$ cat src/rtl/nes_pkg.sv
// rtl/nes_pkg.sv - shared types and button bit positions for the NES pad reader.
package nes_pkg;

    typedef enum logic [2:0] {
        IDLE   = 3'd0,
        LATCH  = 3'd1,
        CLK_HI = 3'd2,
        CLK_LO = 3'd3,
        DONE   = 3'd4
    } nes_state_t;

    localparam int BTN_A    = 0;
    localparam int BTN_B    = 1;
    localparam int BTN_SEL  = 2;
    localparam int BTN_STRT = 3;
    localparam int BTN_UP   = 4;
    localparam int BTN_DN   = 5;
    localparam int BTN_L    = 6;
    localparam int BTN_R    = 7;

    typedef logic [7:0] nes_buttons_t;

endpackage

$ cat src/rtl/nes_sync2.sv
// rtl/nes_sync2.sv - two-flop synchronizer; resets to 1, the idle level of the pad data line.
module nes_sync2 (
    input  logic clk,
    input  logic reset,
    input  logic d,
    output logic q
);

    logic meta;

    always_ff @(posedge clk or negedge reset) begin
        if (!reset) begin
            meta <= 1'b1;
            q    <= 1'b1;
        end else begin
            meta <= d;
            q    <= meta;
        end
    end

endmodule

$ cat src/rtl/nes_pad_reader.sv
// rtl/nes_pad_reader.sv - polls a serial NES pad and presents an active-high button word.
// Optional NES_PRESS_EDGE_EN adds a per-button press pulse output coincident with valid.
module nes_pad_reader
    import nes_pkg::*;
#(
    parameter int LATCH_CYC = 600,
    parameter int HALF_CYC  = 150,
    parameter int POLL_CYC  = 833333
) (
    input  logic         clk,
    input  logic         reset,
    input  logic         en,
    input  logic         sdata,
    output logic         srl,
    output logic         sclk,
    output nes_buttons_t buttons,
`ifdef NES_PRESS_EDGE_EN
    output nes_buttons_t pressed,
`endif
    output logic         valid
);

    localparam int PH_MAX = (LATCH_CYC > HALF_CYC) ? LATCH_CYC : HALF_CYC;
    localparam int PH_W   = $clog2(PH_MAX);
    localparam int POLL_W = $clog2(POLL_CYC);

    localparam logic [PH_W-1:0]   LATCH_LAST = PH_W'(LATCH_CYC - 1);
    localparam logic [PH_W-1:0]   HALF_LAST  = PH_W'(HALF_CYC - 1);
    localparam logic [POLL_W-1:0] POLL_LAST  = POLL_W'(POLL_CYC - 1);

    nes_state_t        state;
    logic [PH_W-1:0]   phase_cnt;
    logic [POLL_W-1:0] poll_cnt;
    logic [2:0]        bit_idx;
    nes_buttons_t      shift_reg;
    logic              sdata_sync;
    nes_buttons_t      final_word;

    nes_sync2 u_sync (
        .clk   (clk),
        .reset (reset),
        .d     (sdata),
        .q     (sdata_sync)
    );

    // Bit 7 arrives on the last CLK_LO cycle, so the full word is assembled here.
    assign final_word = {sdata_sync, shift_reg[6:0]};

    always_ff @(posedge clk or negedge reset) begin
        if (!reset) begin
            state     <= IDLE;
            phase_cnt <= '0;
            poll_cnt  <= '0;
            bit_idx   <= '0;
            shift_reg <= '0;
            srl       <= 1'b0;
            sclk      <= 1'b0;
            buttons   <= '0;
            valid     <= 1'b0;
`ifdef NES_PRESS_EDGE_EN
            pressed   <= '0;
`endif
        end else begin
            valid   <= 1'b0;
`ifdef NES_PRESS_EDGE_EN
            pressed <= '0;
`endif
            case (state)
                IDLE: begin
                    if (en) begin
                        if (poll_cnt == POLL_LAST) begin
                            poll_cnt  <= '0;
                            phase_cnt <= '0;
                            srl       <= 1'b1;
                            state     <= LATCH;
                        end else begin
                            poll_cnt <= poll_cnt + 1'b1;
                        end
                    end
                end
                LATCH: begin
                    if (phase_cnt == LATCH_LAST) begin
                        shift_reg[0] <= sdata_sync;
                        bit_idx      <= 3'd1;
                        phase_cnt    <= '0;
                        srl          <= 1'b0;
                        sclk         <= 1'b1;
                        state        <= CLK_HI;
                    end else begin
                        phase_cnt <= phase_cnt + 1'b1;
                    end
                end
                CLK_HI: begin
                    if (phase_cnt == HALF_LAST) begin
                        phase_cnt <= '0;
                        sclk      <= 1'b0;
                        state     <= CLK_LO;
                    end else begin
                        phase_cnt <= phase_cnt + 1'b1;
                    end
                end
                CLK_LO: begin
                    if (phase_cnt == HALF_LAST) begin
                        phase_cnt          <= '0;
                        shift_reg[bit_idx] <= sdata_sync;
                        if (bit_idx == 3'd7) begin
                            // Outputs are registered on entry so valid is high exactly during DONE.
                            buttons <= ~final_word;
                            valid   <= 1'b1;
`ifdef NES_PRESS_EDGE_EN
                            pressed <= ~final_word & ~buttons;
`endif
                            state   <= DONE;
                        end else begin
                            bit_idx <= bit_idx + 3'd1;
                            sclk    <= 1'b1;
                            state   <= CLK_HI;
                        end
                    end else begin
                        phase_cnt <= phase_cnt + 1'b1;
                    end
                end
                DONE: begin
                    state <= IDLE;
                end
                default: begin
                    state <= IDLE;
                end
            endcase
        end
    end

endmodule
$ cat config.mk
export PLATFORM = sky130hd
export DESIGN_NAME = nes_pad_reader
export DESIGN_NICKNAME = d
export VERILOG_FILES = /design/src/rtl/nes_pkg.sv /design/src/rtl/nes_sync2.sv /design/src/rtl/nes_pad_reader.sv
export SDC_FILE = /design/constraint.sdc
export NUM_CORES = 1
export LEC_CHECK = 0
export ABC_AREA = 1
export CAP_MARGIN = 0
export CORE_ASPECT_RATIO = 1.25
export CORE_MARGIN = 10
export CORE_UTILIZATION = 40
export DETAILED_ROUTE_END_ITERATION = 12
export SYNTH_ARGS = -nofsm -noshare
export SYNTH_HDL_FRONTEND = slang
export SYNTH_SLANG_ARGS = --single-unit
export TNS_END_PERCENT = 100
$ cat constraint.sdc
create_clock -name clk -period 1.3 [get_ports clk]
set_input_delay 0.13 -clock clk [delete_from_list [all_inputs] [get_ports clk]]
set_output_delay 0.13 -clock clk [all_outputs]
set_load 0.1 [all_outputs]
-- After elaboration in Yosys (flattened, before gate mapping)
Index checks and enable logic that the tools add are counted.
- bits in registers: 57
- input bits: 4
- output and inout bits: 11
- $add $sub $neg: 3
- $lt $le $gt $ge: 2
- equal/unequal tests: 13
- multiplexer cells: 35
- bitwise operators: 1
- reductions and logical operators: 16
- operators by type and width (operator ; number):
    $mux 10 ; 4
    $pmux 10 s3 ; 1
    $mux 3 ; 9
    $add 20x1->20 const B ; 1
    $eq 20x20->1 const B ; 1
    $mux 20 ; 1
    $mux 1 ; 13
    $ne 2x2->1 const B ; 6
    $pmux 3 s4 ; 1
    $add 10x1->10 const B ; 1
    $eq 10x10->1 const B ; 1
    $eq 10x8->1 const B ; 1
    $reduce_and 5->1 ; 2
    $reduce_and 3->1 ; 3
    $bwmux 8 ; 1
    $not 8->8 ; 1
    $reduce_and 4->1 ; 2
    $eq 3x2->1 const B ; 2
    $pmux 3 s2 ; 1
    $reduce_bool 3->1 ; 2
    $lt 3x4->1 const B ; 1
    $pmux 1 s2 ; 2
    $reduce_and 2->1 ; 2
    $reduce_bool 2->1 ; 2
    other kinds (9) ; 9

-- Longest topological paths before layout
- word-level depth: 7
- mapped depth: 11
- depth with buffers taken out: 11

-- Cells and area by module
From an unflattened synthesis, not the netlist that was laid out.
- cell total of the unflattened synthesis: 398
- area, all modules: 3076.7 µm²
- by module, submodules not included (module ; times used ; cells an instance ; area each (µm²)):
    nes_pad_reader ; 1 ; 396 ; 3024.2
    nes_sync2 ; 1 ; 2 ; 52.6

-- Worst setup path before layout
OpenSTA, ideal clock, no wires.
- path kind: register to register
- from: reg phase_cnt[1]
- to: reg buttons[3]
- library setup time: 122 ps
- arrival: 1307 ps
- data required time: 1178 ps
- path slack: -130 ps
- cell stages (with the launch flop): 11
- buffers on the path: 1
- clock period less this slack: 1430 ps
- cell sequence: dfrtp_1 inv_1 ha_1 inv_1 nor2_1 nand3_2 inv_4 nand2_4 buf_6 nand2_1 o21ai_2
- longest elaborated chain between the ends: 2
- RTL lines (what ; line ; RTL):
    start, declared ; nes_pad_reader.sv:32 ; logic [PH_W-1:0] phase_cnt;
    start signal, assigned ; nes_pad_reader.sv:90 ; phase_cnt <= phase_cnt + 1'b1;
    start signal, assigned ; nes_pad_reader.sv:99 ; phase_cnt <= phase_cnt + 1'b1;
    start signal, assigned ; nes_pad_reader.sv:120 ; phase_cnt <= phase_cnt + 1'b1;
    $eq 10x8->1 ; nes_pad_reader.sv:103 ; if (phase_cnt == HALF_LAST) begin
    $reduce_and 3->1 (no source line) ; n/a ;
    end signal, assigned ; nes_pad_reader.sv:108 ; buttons <= ~final_word;
    end, declared ; nes_pad_reader.sv:16 ; output nes_buttons_t buttons,
No other way between the ends.
A chain may end at the register's enable or synchronous reset.

-- Final worst setup path
- from: reg poll_cnt[0]
- to: reg poll_cnt[4]
- longest elaborated chain between the ends: 2
- RTL lines (what ; line ; RTL):
    start, declared ; nes_pad_reader.sv:33 ; logic [POLL_W-1:0] poll_cnt;
    start signal, assigned ; nes_pad_reader.sv:77 ; poll_cnt <= poll_cnt + 1'b1;
    $add 20x1->20 / $eq 20x20->1 (equally long branches) ; nes_pad_reader.sv:77, nes_pad_reader.sv:71 ;
    $mux 20 (*) ; nes_pad_reader.sv:71 ; if (poll_cnt == POLL_LAST) begin
Mark *: on every way between the ends. The rest lies on a longest branch, timed or not.

==> run metrics <==
worst setup path end=poll_cnt[4]$_DFFE_PN0P_; diode count=0; Worst setup SP type=flop; Final Util=0.6534; Design Area, Final=4865 µm²; CP required=around 1.5 ns; crit path time final=1.517 ns; die area=around 12000 µm²; Max H-tree Level=2; Critical Path End Type=flop; outcome=finished with violations; min-delay worst type=in2reg; Starting Density=0.4133; Iteration-0 DRC Markers=73; crit-path cells=inv_2 -> ha_4 -> nand3_4 -> nor2_4 -> nand4_1 -> nor2_2 -> buf_6 -> nor3_2; wire per inst=13.44 µm; Max rail drop VDD=between 0.6 and 0.7 mV; Die W=98.45 µm; layout cells sized above 1=0.4747; ys async rst share=1.000; power share of the clock group=0.359; Switching Power=around 0.67 mW; Final nets=523; area grow syn2layout=58.11%; placed cell count=around 580; Post-Syn Nets=408; Ys Warns=0; max reg flops=20; vias per cell=4.990; Max FO, Critical Path=4; post-route DRC violation count=0; Core Area=~7400 µm²; CP Data Arrival Time=~1.7 ns; Most flops, register=poll_cnt; synthesized instance count=between 300 and 400; first-pass GRT wire length=about 13000 µm; Clock Root Buffer=clkbuf_8; synthesized cell area=3077 µm²; pin count of the biggest net entering global routing=25; I/O pin count=15; placed inst area=roughly 4000 µm²; r2r startpoint=poll_cnt[0]$_DFFE_PN0P_; Power Internal=2.162 mW; Reg power frac=0.617; Post-synth EDFFs=0; Crit-path slowest cell=dfrtp_1; max-cap check violation count=0; CP peak stage delay=0.41 ns; clk slew on worst S/H paths=0.11 ns; Die Span Y=118.1 µm; vias in the first global route=between 3000 and 4000; Max Clk Rate=0.6592 GHz; final setup violation count=54; Least-Margin Pin Slew=approximately 0.4 ns; IO Port Bufs=14; P_leak=roughly 2.4 nW; top cell type's share of synthesized area=0.4392; Avg Inst Size Synth=just under 8 µm²; Tcrit/Tclk final=1.167; cell taking the most area after synthesis=dfrtp_1; worst skew pair latency=between 0.3 and 0.4 ns; CTS Buf Count=5; Seq/Total Area, Yosys=0.4563; Post-DP HPWL=5354 µm; Area contributors post-synth=dfrtp_1, nand2_1, inv_1; Vias=approximately 3000; Buf/Inv on CP=2; fin. max-slew vios=0; Largest regs=poll_cnt: 20 flops, phase_cnt: 10 flops, buttons: 8 flops; initial antenna violation count=0; GRT Util Overall=0.1356; R2R depth=8; CTS sink cnt=56; Power Total=around 2.8 mW; GR Overflow Total=0; ys flop type=dfrtp_1; register-to-register setup slack=-0.22 ns; RSZ-0062 raised after global routing=yes; TritonCTS clock tree=done; Placer Congestion=0.8617; PwrDens=around 580 nW/µm²; failing checks=setup timing; combinational power share=0.023; Crit. path cell count=8; Critical Path Start=poll_cnt[0]$_DFFE_PN0P_; drt total wl=roughly 8100 µm; FF-to-FF End=poll_cnt[4]$_DFFE_PN0P_; drt pass-1 iters=4; delay-heaviest family, CP=simple AND/OR/NAND/NOR gates; fin worst setup slack=-0.2171 ns; Setup CP Type=reg2reg; Cell variety after synth=31; Core Rows=35; final setup skew=a little over 0.007 ns; net switching fraction of the power=0.2363; CTS max path bufs=2; Hold Vio Cnt, Final=0; number of antenna-violating nets in the routed design=0; Worst slew margin=0.7318; Final Non-Filler Cells=around 600; FF+latch count, synth=56
[power by group through the flow]
stage	clock network, mW	logic [mW]	registers [mW]
final	1.02	0.0664	1.75
after global placement	0	0.0652	1.78
after detailed placement	0	0.0651	1.78
after floorplan	0	0.00315	1.78
after global routing	1.12	0.0750	1.75
after CTS	1.06	0.0685	1.75
[worst min-delay path by stage]
stage | startpoint | depth (start not counted) | end
after floorplan | reset | 0 | bit_idx[0]$_DFFE_PN0P_
after global placement | reset | 1 | poll_cnt[0]$_DFFE_PN0P_
after detailed placement | reset | 1 | poll_cnt[1]$_DFFE_PN0P_
after CTS | sdata | 1 | u_sync.meta$_DFF_PN1_
after global routing | sdata | 1 | u_sync.meta$_DFF_PN1_
final | sdata | 1 | u_sync.meta$_DFF_PN1_
[metal layers]
layer	wire length (µm)	vias to the layer above	part of all wire	global-route usage
met2	4393	60	0.54	0.2508
li1	-	1505	-	-
met5	0	-	0	0
met3	236	22	0.029	0.02466
met1	3323	1437	0.41	0.1482
met4	192	0	0.024	0.04668
[Yosys cell counts, types with 3 or more instances]
library cell,n
xor2_1,5
o21ai_2,8
nand2_2,4
dfrtp_1,54
nand3_2,3
o21ai_0,14
a21oi_1,7
nand2_1,122
nor2_2,5
nand2_4,3
nor2_1,38
inv_2,6
nand3_1,32
ha_1,6
nand4_1,8
nor3_1,10
xnor2_1,3
nor3_2,3
inv_1,48
[stage by stage]
stage                     setup WS (ns)  TNS (ns)  hold WS [ns]
after floorplan                -0.06415   -0.6228       -0.1656
final                           -0.2171    -7.705        0.2095
after global routing            -0.3318    -12.32        0.2106
after detailed placement        -0.2435    -7.706       0.07335
after global placement          -0.2133    -6.466       0.07439
after CTS                       -0.1880    -6.354        0.1990
[placed cells by master (no fill, tap or decap), types with 4 or more instances in the layout]
master | netlist | final
o21ai_1 | 2 | 8
xor2_1 | 5 | 5
nand2_8 | 0 | 5
buf_12 | 0 | 13
nor2_1 | 38 | 21
clkbuf_8 | 0 | 5
nand2_1 | 122 | 89
nor3_4 | 0 | 4
nor2_2 | 5 | 12
nand3_2 | 3 | 7
inv_1 | 48 | 41
a21oi_1 | 7 | 7
buf_4 | 0 | 80
nand2_4 | 3 | 12
nand3_1 | 32 | 20
nor2_4 | 2 | 12
nor3_2 | 3 | 4
dfrtp_1 | 54 | 53
buf_6 | 2 | 8
nand3_4 | 0 | 8
nand4_1 | 8 | 8
o21ai_2 | 8 | 12
inv_2 | 6 | 9
inv_4 | 2 | 5
nand2_2 | 4 | 27
nor3_1 | 10 | 5
[what timing repair did]
action / in CTS / in global routing
hold endpoints to repair: 11 / 0
gates resized for setup: 81 / 57
buffers inserted: 6 / 9
hold buffers: 1 / 0
pin swaps: 29 / 25
endpoints found under the setup margin: 54 / 54
cloned: 5 / 0
[layout make-up]
cell class / instances / area (µm²)
fill: 597 / 2580
multi-input combinational: 287 / 2006
sequential: 56 / 1405
timing repair buffer: 106 / 1001
inverter: 56 / 227.7
tap: 92 / 115.1
clock buffer: 5 / 68.82
clock inverter: 3 / 25.02
timing repair inverter: 1 / 16.27
[logic make-up after synthesis]
logic type               after synthesis  synth area share
buffers and inverters                 59           0.07889
adder cells (fa/ha/maj)                6           0.02440
AO/OA/AOI/OAI                         32           0.06263
XOR/XNOR                               8           0.02277
AND/OR/NAND/NOR                      237            0.3550
flip-flops                            56            0.4563
Note: power is estimated with default switching activity, not from simulation.
